[config.mk]
export PLATFORM = sky130hd
export DESIGN_NAME = led_switch_logic
export DESIGN_NICKNAME = d
export VERILOG_FILES = /design/src/rtl/led_switch_logic.sv
export SDC_FILE = /design/constraint.sdc
export NUM_CORES = 1
export LEC_CHECK = 0
export ABC_AREA = 0
export BUFFER_PORTS_ARGS = -buffer_cell sky130_fd_sc_hd__buf_4
export CAP_MARGIN = 30
export CORE_ASPECT_RATIO = 1.75
export CORE_MARGIN = 2
export CORE_UTILIZATION = 45
export CTS_CLUSTER_SIZE = 10
export DETAILED_ROUTE_END_ITERATION = 8
export PLACE_DENSITY = 0.65
export RECOVER_POWER = 50
export SETUP_SLACK_MARGIN = 0.1
export SKIP_LAST_GASP = 1
export SLEW_MARGIN = 20
export SYNTH_ARGS = -nofsm -noshare
export SYNTH_HDL_FRONTEND = slang
export SYNTH_SLANG_ARGS = --single-unit
[constraint.sdc]
create_clock -name clk -period 2.2 [get_ports clk]
set_input_delay 0.44 -clock clk [delete_from_list [all_inputs] [get_ports clk]]
set_output_delay 0.44 -clock clk [all_outputs]
set_load 0.03 [all_outputs]
[src/rtl/led_switch_logic.sv]
`default_nettype none
// led_switch_logic: per-channel synchronise + debounce of slide switches, reduced
// to a registered LED drive by a run-time selectable AND / OR / XOR / majority.
module led_switch_logic #(
  parameter int N_SWITCHES      = 2,
  parameter int DEBOUNCE_CYCLES = 1000000
) (
  input  logic                  clk,
  input  logic                  reset,
  input  logic [N_SWITCHES-1:0] switches,
  input  logic [1:0]            mode,
  output logic [N_SWITCHES-1:0] debounced,
  output logic                  led,
  output logic                  led_changed
);

  localparam int                 c_cnt_w    = $clog2(DEBOUNCE_CYCLES) + 1;
  localparam logic [c_cnt_w-1:0] c_cnt_last = c_cnt_w'(DEBOUNCE_CYCLES - 1);
  localparam logic [c_cnt_w-1:0] c_cnt_one  = c_cnt_w'(1);

  localparam logic [1:0] c_mode_and = 2'b00;
  localparam logic [1:0] c_mode_or  = 2'b01;
  localparam logic [1:0] c_mode_xor = 2'b10;

  genvar i;
  for (i = 0; i < N_SWITCHES; i++) begin : g_chan
    logic               sync1_q;
    logic               sync2_q;
    logic               deb_q;
    logic               deb_d;
    logic [c_cnt_w-1:0] cnt_q;
    logic [c_cnt_w-1:0] cnt_d;

    // Any cycle where the synchronised level agrees with the accepted one
    // restarts the count, so only an unbroken mismatch run is accepted.
    always_comb begin
      deb_d = deb_q;
      cnt_d = '0;
      if (sync2_q != deb_q) begin
        if (cnt_q == c_cnt_last) begin
          deb_d = sync2_q;
        end else begin
          cnt_d = cnt_q + c_cnt_one;
        end
      end
    end

    always_ff @(posedge clk or posedge reset) begin
      if (reset) begin
        sync1_q <= 1'b0;
        sync2_q <= 1'b0;
        deb_q   <= 1'b0;
        cnt_q   <= '0;
      end else begin
        sync1_q <= switches[i];
        sync2_q <= sync1_q;
        deb_q   <= deb_d;
        cnt_q   <= cnt_d;
      end
    end

    assign debounced[i] = deb_q;
  end

  logic [1:0]  mode_q;
  logic        led_q;
  logic        led_d;
  logic        led_changed_q;
  logic [31:0] ones;

  always_comb begin
    ones = '0;
    for (int k = 0; k < N_SWITCHES; k++) begin
      ones = ones + 32'(debounced[k]);
    end
    case (mode_q)
      c_mode_and: led_d = &debounced;
      c_mode_or:  led_d = |debounced;
      c_mode_xor: led_d = ^debounced;
      // Strict majority: an even-count tie drives 0.
      default:    led_d = (ones > 32'(N_SWITCHES / 2));
    endcase
  end

  always_ff @(posedge clk or posedge reset) begin
    if (reset) begin
      mode_q        <= 2'b00;
      led_q         <= 1'b0;
      led_changed_q <= 1'b0;
    end else begin
      mode_q        <= mode;
      led_q         <= led_d;
      led_changed_q <= (led_d != led_q);
    end
  end

  assign led         = led_q;
  assign led_changed = led_changed_q;

endmodule
`default_nettype wire

==> key figures, run 1 <==
Outcome
  • Status: finished clean

Synth
  • EDFF count, synth: 0
  • Unique masters post-synth: 29
  • Syn Inst Count: 249
  • Area share of the largest cell type after synthesis: 0.527
  • Largest cells by area after synthesis: dfrtp_1 53%, xnor2_1 7.1%, nor2_1 5.3%
  • Most frequent cell after synthesis: dfrtp_1
  • Ys async rst share: 1.00
  • Synthesized area per cell: 9.92 um^2
  • Post-Syn Nets: 259
  • Seq/Total Area, Yosys: 0.527
  • Post-synth design cell area: 2470 um^2
  • Seq cells post-synth: 52
  • Synth area leader: dfrtp_1
  • Yosys warning count: 0
  • Primary FF master, synth: dfrtp_1
  • List of most frequent post-synthesis cells: 52 x dfrtp_1, 35 x nor2_1, 20 x xnor2_1, 13 x a21oi_1, 13 x nand2_1

Critical path
  • CP top delay family: simple AND/OR/NAND/NOR gates
  • Max incr delay on CP: 680 ps
  • WP depth: 4
  • Slowest library cell on the worst path: or4_1
  • Arrival @ worst endpoint: 2250 ps
  • Worst R2R End: g_chan[1].cnt_q[19]
  • Critical path origin: g_chan[1].cnt_q[2]
  • WS Path Type: flop to flop
  • Critical Path Fanout Max: 8
  • FF-to-FF setup slack: 190 ps
  • Crit path required time: 2430 ps
  • Critical R2R Launch: g_chan[1].cnt_q[2]
  • Most common cell on crit path: or4_1
  • Depth of the most critical reg-to-reg path: 4
  • CP bufs+invs: 0
  • CP Cell Sequence: nand3_1, or4_1, or4_1, a21oi_1
  • CP endpoint kind: flop
  • Startpoint types: flop
  • Crit path capture: g_chan[1].cnt_q[19]

Final layout
  • Post-Layout Inst Area: 2790 um^2
  • Nets: 276
  • Ant diodes: 0
  • Post-layout util: 0.527
  • Share of cells above drive strength 1: 0.131
  • Layout area overhead: 13.0%

Hold path
  • Worst Hold Class: input port to flop
  • Hold Path Depth: 1

STA
  • RSZ-0062 raised after global routing: false
  • Final period utilization: 0.915
  • Final hold violations: 0
  • Post-route setup TNS: 0 ps
  • Rel. slew slack: 0.165
  • Clock skew: 8.03 ps
  • # setup viols final: 0
  • Peak Freq: 497 MHz
  • Max Slew Vio Count: 0
  • Hold WS: 256 ps
  • Final min period: 2010 ps
  • Tightest Pin Transition: 1250 ps

Clocking
  • Num CTS Buffers: 5
  • # hold bufs at CTS: 0
  • Clock sink count: 52
  • CTS clock-pin slew for the worst setup and hold paths: 100 ps
  • Longest Clk Path Bufs: 2
  • CTS root buffer: clkbuf_8
  • H-tree depth: 2
  • CTS tree: yes
  • Worst skew pair latency: 310 ps

Global route
  • Gr usage total: 0.180
  • First-pass GRT wire length: 8250 um
  • Remaining Overflow, GRT: 0
  • Largest net degree at the start of global routing: 53
  • Vias in the first global route: 1835
  • Initial antenna violation count: 0

Drt
  • Routed wire length per instance: 13.8 um
  • Vias per cell: 5.33
  • First drt pass iteration count: 6
  • Antenna Nets Post-Route: 0
  • Vias post-DR: 1817
  • DR iter-0 viols: 46
  • Post-Route WL: 4700 um
  • DRC viols: 0

Floorplan
  • Die ar.: 6120 um^2
  • Vert. Die Dim: 102 um
  • Initial Util: 0.466
  • Core Box Area: 5300 um^2
  • Die X: 60.0 um
  • I/O pin count: 10
  • Site row count: 35

Power
  • PwrDens: 628 nW/um^2
  • Peak VDD IR: 0.495 mV
  • Pwr Total: 1.76 mW
  • Leak: 1.14 nW

Job
  • Max_cap viols: 0

Placed design
  • GP Congestion: 0.854
  • Port bufs: 9
  • Post-place instance area: 2660 um^2
  • Final HPWL DP: 3370 um
-- metal layers --
| layer | part of all wire | global-route usage | vias to the layer above |
|---|---|---|---|
| li1 | - | - | 903 |
| met1 | 0.38 | 0.190 | 887 |
| met2 | 0.57 | 0.328 | 17 |
| met3 | 0.017 | 0.0304 | 10 |
| met4 | 0.029 | 0.0923 | 0 |
| met5 | 0 | 0 | - |
-- layout make-up --
cell class	instances	area [um^2]
Clock buffer	6	82.6
Clock inverter	2	38.8
Fill cell	483	2510
Inverter	12	45.0
Multi-Input combinational cell	175	1080
Sequential cell	52	1300
Tap cell	74	92.6
Timing Repair Buffer	20	148
-- cell usage in the layout (no fill, tap or decap), types with 3 or more instances in the layout --
cell type / Yosys / final
nand4_1: 11 / 11
clkbuf_8: 0 / 6
buf_4: 2 / 14
ha_1: 4 / 3
inv_1: 12 / 12
nand2_1: 13 / 13
nor4_1: 6 / 6
xor2_1: 9 / 9
xnor2_1: 20 / 20
or3_1: 8 / 8
dfrtp_1: 52 / 51
a21oi_1: 13 / 13
clkbuf_4: 0 / 5
nor2_1: 35 / 35
nand3_1: 12 / 12
or4_1: 9 / 8
o21ai_0: 10 / 10
nor3_1: 10 / 10
-- sequential cells by signal, summed over array words and instances (netlist names) --
signal / flops
led: 1
g_chan.sync1_q: 2
g_chan.cnt_q: 42
g_chan.deb_q: 2
mode_q: 2
led_changed: 1
g_chan.sync2_q: 2
-- kinds of logic after synthesis --
family	synth area share
buf+inv	0.0375
mux	0.0132
compound gates	0.0608
fa+ha+maj	0.0203
simple gates	0.239
xor+xnor	0.103
flops	0.527
-- how the worst min path moves through the flow --
stage                           start                end  slack, ps
floorplan           g_chan[0].sync1_q  g_chan[0].sync2_q        330
global placement    g_chan[0].sync1_q  g_chan[0].sync2_q        330
detailed placement  g_chan[1].sync1_q  g_chan[1].sync2_q        340
CTS                           mode[0]          mode_q[0]        220
global route                  mode[1]          mode_q[1]        230
finish                        mode[1]          mode_q[1]        260
-- worst register-to-register path, cell delays in order, from the launching register on --
cell	delay, ps
dfrtp_1	430
nand3_1	170
or4_1	680
or4_1	510
a21oi_1	160
-- power breakdown --
| group | switching (mW) | internal, mW | total, mW |
|---|---|---|---|
| clock network | 0.317 | 0.372 | 0.690 |
| logic | 0.0496 | 0.0288 | 0.0784 |
| registers | 0.0148 | 0.972 | 0.987 |
-- metrics by stage --
step / setup slack (ps) / instances
global route: 111 / 341
detailed placement: 223 / 332
CTS: 173 / 340
floorplan: 320 / 249
global placement: 269 / 332
finish: 187 / 341
-- timing repair --
action | CTS | global route
hold endpoints to repair | 0 | 0
gates resized for setup | 0 | 3
buffers inserted | 0 | 1
endpoints found under the setup margin | 0 | 2
Power figures use the tool's default switching activity.
==> inputs of run 2 (changes only) <==
--- a/config.mk
+++ b/config.mk
@@ -11,8 +11,10 @@
 export CORE_ASPECT_RATIO = 1.75
 export CORE_MARGIN = 2
 export CORE_UTILIZATION = 45
+export CTS_BUF_LIST = sky130_fd_sc_hd__clkbuf_16
 export CTS_CLUSTER_SIZE = 10
 export DETAILED_ROUTE_END_ITERATION = 8
+export GPL_ROUTABILITY_DRIVEN = 0
 export PLACE_DENSITY = 0.65
 export RECOVER_POWER = 50
 export SETUP_SLACK_MARGIN = 0.1
==> key figures, run 2 (synthesis results as in run 1) <==
Drt
  • Routed wire length per instance: 14.1 um (+2.3%)
  • Post-Route WL: 4810 um (+2.3%)
  • Vias per cell: 5.28 (-0.94%)
  • Antenna Nets Post-Route: 0 (unchanged)
  • Vias post-DR: 1800 (-0.94%)
  • DRC viols: 0 (unchanged)
  • DR iter-0 viols: 43 (-6.5%)
  • First drt pass iteration count: 4 (-2)

STA
  • # setup viols final: 0 (unchanged)
  • Max Slew Vio Count: 0 (unchanged)
  • Final min period: 1980 ps (-29.0 ps)
  • RSZ-0062 raised after global routing: false
  • Hold WS: 274 ps (+17.8 ps)
  • Final period utilization: 0.902 (-0.0132)
  • Tightest Pin Transition: 1270 ps (+13.8 ps)
  • Clock skew: 6.86 ps (-1.17 ps)
  • Post-route setup TNS: 0 ps (unchanged)
  • Rel. slew slack: 0.156 (-0.00922)
  • Final hold violations: 0 (unchanged)
  • Peak Freq: 504 MHz (+1.5%)

Placed design
  • Final HPWL DP: 3370 um (unchanged)
  • Port bufs: 9 (unchanged)
  • Placed insts: 332 (unchanged)

Critical path
  • Depth of the most critical reg-to-reg path: 4 (unchanged)
  • CP endpoint kind: flop
  • CP top delay family: simple AND/OR/NAND/NOR gates
  • Slowest library cell on the worst path: or4_1
  • Max incr delay on CP: 630 ps (-50 ps)
  • Crit path required time: 2420 ps (about the same)
  • Startpoint types: flop
  • Arrival @ worst endpoint: 2200 ps (-50 ps)
  • CP bufs+invs: 0 (unchanged)
  • WS Path Type: flop to flop
  • Most common cell on crit path: or4_1
  • Critical R2R Launch: g_chan[1].cnt_q[6]
  • FF-to-FF setup slack: 220 ps (+30 ps)
  • Critical Path Fanout Max: 8 (unchanged)
  • Worst R2R End: g_chan[1].cnt_q[19]
  • CP Cell Sequence: nand4_2, or4_1, or4_1, a21oi_1

Final layout
  • Ant diodes: 0 (unchanged)
  • Most frequent cells in the layout: 52 x dfrtp_1, 35 x nor2_1, 20 x xnor2_1, 14 x buf_4
  • Top reg by flops: g_chan.cnt_q
  • Multi-input logic area: 1080 um^2 (unchanged)
  • Max FFs per register: 42 (unchanged)
  • Filler Cell Count: 479 (-0.83%)
  • Fin cells: 341 (unchanged)
  • Layout area overhead: 14.8%
  • Flip-flop and latch area: 1300 um^2 (about the same)
  • Share of cells above drive strength 1: 0.124 (-0.00749)
  • Nets: 276 (unchanged)
  • Commonest non-fill, non-tap cell in the layout: dfrtp_1

Clocking
  • CTS clock-pin slew for the worst setup and hold paths: 70 ps (-30 ps)
  • CTS root buffer: clkbuf_16
  • Worst skew pair latency: 290 ps (-20 ps)
  • CTS tree: yes
  • Clock sink count: 52 (unchanged)
  • # hold bufs at CTS: 0 (unchanged)
  • H-tree depth: 2 (unchanged)
  • Num CTS Buffers: 5 (unchanged)
  • Longest Clk Path Bufs: 2 (unchanged)

Global route
  • Remaining Overflow, GRT: 0 (unchanged)
  • Largest net degree at the start of global routing: 53 (unchanged)
  • Vias in the first global route: 1838 (+0.16%)
  • First-pass GRT wire length: 8280 um (+0.42%)
  • Initial antenna violation count: 0 (unchanged)
  • Gr usage total: 0.179 (-0.000349)

Hold path
  • Hold Crit Start: mode[1]
  • Hold Path Depth: 1 (unchanged)
  • Worst Hold Class: input port to flop
  • Endpoint, Worst Hold: mode_q[1]

Power
  • Pwr Total: 1.94 mW (+11%)
  • Peak VDD IR: 0.561 mV (+13%)
  • PwrDens: 684 nW/um^2 (+8.8%)
  • Leak: 1.16 nW (+1.9%)

Floorplan
  • Core Box Area: 5300 um^2 (unchanged)
  • Site row count: 35 (unchanged)
  • I/O pin count: 10 (unchanged)
  • Die ar.: 6120 um^2 (unchanged)
  • Initial Util: 0.466 (unchanged)
  • Die X: 60.0 um (unchanged)
  • Vert. Die Dim: 102 um (unchanged)

Outcome
  • Status: finished clean

Job
  • Max_cap viols: 0 (unchanged)
run 2: layer usage:
metal,GRT usage,share of wire,vias up
li1,-,-,899
met4,0.0923,0.024,0
met3,0.0228,0.012,8
met1,0.186,0.38,878
met5,0,0,-
met2,0.335,0.58,15
run 2: final cells by class:
class,count,area share
clock buffer,5,0.0441
clock inverter,3,0.0150
inverter,12,0.0159
multi-input combinational,175,0.382
sequential,52,0.459
tap,74,0.0326
timing repair buffer,20,0.0520
run 2: where the power goes:
group,internal [mW],switching (mW)
logic,0.0288,0.0498
registers,0.973,0.0146
clock network,0.535,0.340
run 2: timing repair:
| item | 4_1_cts | 5_1_grt |
|---|---|---|
| gates resized for setup | 0 | 2 |
| buffers inserted | 0 | 1 |
| endpoints found under the setup margin | 0 | 1 |
run 2: how the worst max path moves through the flow:
stage / startpoint / to / slack (ps) / cells past startpoint
3_5_place_dp: g_chan[1].cnt_q[0] / g_chan[1].cnt_q[20] / 220 / 5
4_1_cts: g_chan[1].cnt_q[0] / g_chan[1].cnt_q[20] / 180 / 5
5_1_grt: g_chan[0].cnt_q[4] / g_chan[0].cnt_q[19] / 100 / 4
3_3_place_gp: g_chan[1].cnt_q[2] / g_chan[1].cnt_q[17] / 270 / 4
6_report: g_chan[1].cnt_q[6] / g_chan[1].cnt_q[19] / 220 / 4
2_1_floorplan: g_chan[0].cnt_q[0] / g_chan[0].cnt_q[18] / 320 / 5
run 2: stage by stage:
stage / setup WS (ps) / utilization / cell area (um^2)
3_3_place_gp: 269 / 0.502 / 2660
4_1_cts: 181 / 0.533 / 2830
5_1_grt: 104 / 0.536 / 2840
3_5_place_dp: 223 / 0.502 / 2660
6_report: 216 / 0.536 / 2840
2_1_floorplan: 320 / - / 2470
==> inputs of run 3 (changes only) <==
--- a/config.mk
+++ b/config.mk
@@ -15,6 +15,8 @@
 export CTS_CLUSTER_SIZE = 10
 export DETAILED_ROUTE_END_ITERATION = 8
 export GPL_ROUTABILITY_DRIVEN = 0
+export GPL_TIMING_DRIVEN = 0
+export MAX_ROUTING_LAYER = met4
 export PLACE_DENSITY = 0.65
 export RECOVER_POWER = 50
 export SETUP_SLACK_MARGIN = 0.1
==> key figures, run 3 (synthesis results as in run 1) <==
STA
  • RSZ-0062 raised after global routing: true
  • Tightest Pin Transition: 831 ps (-434 ps)
  • Peak Freq: 496 MHz (-1.6%)
  • Final min period: 2020 ps (+31.5 ps)
  • # setup viols final: 0 (unchanged)
  • Rel. slew slack: 0.446 (+0.290)
  • Clock skew: 5.74 ps (-1.12 ps)
  • Final hold violations: 0 (unchanged)
  • Hold WS: 257 ps (-17.6 ps)
  • Final period utilization: 0.916 (+0.0143)
  • Max Slew Vio Count: 0 (unchanged)

Drt
  • Met1 WL: 1810 um (-1.7%)
  • WL met2: 2530 um (-9.4%)
  • DR iter-0 viols: 86 (+100%)
  • Routed wire length per instance: 13.0 um (-7.6%)
  • Vias post-DR: 1842 (+2.3%)
  • DRC viols: 0 (unchanged)
  • Antenna Nets Post-Route: 0 (unchanged)
  • Post-Route WL: 4470 um (-7.0%)
  • First drt pass iteration count: 4 (unchanged)
  • Top Layer Used: met4
  • Vias per cell: 5.37 (+1.7%)
  • Wire length on met3: 63 um (+6.8%)

Power
  • P_sw: 415 uW (+2.7%)
  • PwrDens: 647 nW/um^2 (-5.4%)
  • Comb power frac: 0.040 (about the same)
  • Peak VDD IR: 0.513 mV (-8.5%)
  • Leak: 1.15 nW (-0.61%)
  • Clock share of power: 0.423 (-0.028)
  • Pwr Total: 1.84 mW (-5.4%)
  • P_int: 1.42 mW (-7.5%)
  • Sequential Power Share: 0.537 (+0.028)
  • Sw frac: 0.226 (+0.0178)

Clocking
  • CTS tree: yes
  • Worst skew pair latency: 290 ps (about the same)
  • CTS clock-pin slew for the worst setup and hold paths: 70 ps (about the same)
  • Num CTS Buffers: 5 (unchanged)
  • # hold bufs at CTS: 0 (unchanged)
  • CTS root buffer: clkbuf_16
  • H-tree depth: 2 (unchanged)
  • Longest Clk Path Bufs: 2 (unchanged)
  • Clock sink count: 52 (unchanged)

Critical path
  • Crit path required time: 2410 ps (about the same)
  • CP Cell Sequence: nand4_1, or4_1, or4b_1, a21oi_1
  • Max incr delay on CP: 620 ps (about the same)
  • Critical path origin: g_chan[0].cnt_q[2]
  • CP endpoint kind: flop
  • Critical Path Fanout Max: 5 (-3)
  • Startpoint types: flop
  • Depth of the most critical reg-to-reg path: 4 (unchanged)
  • Slowest library cell on the worst path: or4_1
  • Worst R2R End: g_chan[0].cnt_q[19]
  • CP bufs+invs: 0 (unchanged)
  • Critical R2R Launch: g_chan[0].cnt_q[2]
  • FF-to-FF setup slack: 180 ps (-30 ps)
  • WS Path Type: flop to flop
  • CP top delay family: simple AND/OR/NAND/NOR gates
  • Arrival @ worst endpoint: 2230 ps (+30 ps)

Final layout
  • Flip-flop and latch area: 1300 um^2 (+0.19%)
  • Post-Layout Inst Area: 2840 um^2 (about the same)
  • Top reg by flops: g_chan.cnt_q
  • Nets: 278 (+0.72%)
  • Commonest non-fill, non-tap cell in the layout: dfrtp_1
  • Fin cells: 343 (+0.59%)
  • Multi-input logic area: 1110 um^2 (+2.7%)
  • Layout area overhead: 14.9% (about the same)
  • Most frequent cells in the layout: 50 x dfrtp_1, 35 x nor2_1, 20 x xnor2_1, 13 x a21oi_1, 13 x nand2_1
  • Filler Cell Count: 468 (-2.3%)
  • Share of cells above drive strength 1: 0.141 (+0.0177)
  • Ant diodes: 0 (unchanged)
  • Post-layout util: 0.536 (about the same)
  • Max FFs per register: 42 (unchanged)

Placed design
  • Placed insts: 333 (+0.30%)
  • Port bufs: 9 (unchanged)
  • Final HPWL DP: 3250 um (-3.6%)
  • Post-place instance area: 2650 um^2 (-0.28%)

Hold path
  • Worst Hold Class: input port to async pin

Floorplan
  • Initial Util: 0.466 (unchanged)
  • Die ar.: 6120 um^2 (unchanged)
  • Core Box Area: 5300 um^2 (unchanged)
  • Vert. Die Dim: 102 um (unchanged)
  • Site row count: 35 (unchanged)
  • I/O pin count: 10 (unchanged)
  • Die X: 60.0 um (unchanged)

Global route
  • Initial antenna violation count: 0 (unchanged)
  • Remaining Overflow, GRT: 0 (unchanged)
  • Largest net degree at the start of global routing: 35 (-34%)
  • Gr usage total: 0.177 (-0.00276)
  • Vias in the first global route: 1848 (+0.54%)
  • First-pass GRT wire length: 8070 um (-2.5%)

Outcome
  • Status: finished clean

Job
  • Max_cap viols: 0 (unchanged)
==> run 3: cell types whose count changed in the layout (fill, tap and decap cells not counted), sizes merged <==
cell and change:
clkinvlp +1, clkinv -1, inv +1, clkbuf +7, buf -5, bufinv -1
==> run 3: power by group through the flow <==
| stage | Sequential (mW) | Combinational, mW | Clock, mW |
|---|---|---|---|
| 3_3_place_gp | 1.00 | 0.0735 | 0 |
| 3_5_place_dp | 1.00 | 0.0794 | 0 |
| 5_1_grt | 0.989 | 0.0850 | 0.842 |
| 2_1_floorplan | 1.01 | 0.0441 | 0 |
| 6_report | 0.986 | 0.0738 | 0.776 |
| 4_1_cts | 0.986 | 0.0802 | 0.803 |
==> run 3: layer usage <==
layer,vias to the layer above,track usage
met3,4,0.0304
met5,-,-
met2,17,0.319
met1,909,0.188
li1,912,-
met4,0,0.0615
==> run 3: through the flow <==
stage	TNS (ps)	setup slack (ps)
after floorplan	0	320
after global placement	-10550	-163
after detailed placement	-2520	-146
after CTS	0	139
after global routing	0	61.4
final	0	184
==> run 3: layout make-up <==
cell class / count / share of cell area
flip-flops and latches: 52 / 0.459
multi-input cells: 175 / 0.392
clock buffers: 5 / 0.0441
well taps: 74 / 0.0326
repair buffers: 12 / 0.0308
plain buffers: 10 / 0.0185
inverters: 12 / 0.0159
clock inverters: 3 / 0.00749
==> run 3: what timing repair did <==
item                       CTS  global route
gates resized for setup      4            10
setup endpoints to repair   21            40
pin swaps                    0             1
buffers inserted             0             2
==> run 3: how the worst max path moves through the flow <==
stage / end / slack, ps / cells past startpoint
floorplan: g_chan[0].cnt_q[18] / 320 / 5
finish: g_chan[0].cnt_q[19] / 180 / 4
global route: g_chan[1].cnt_q[17] / 60 / 5
CTS: g_chan[0].cnt_q[18] / 140 / 5
detailed placement: g_chan[1].cnt_q[4] / -150 / 5
global placement: g_chan[1].cnt_q[9] / -160 / 2
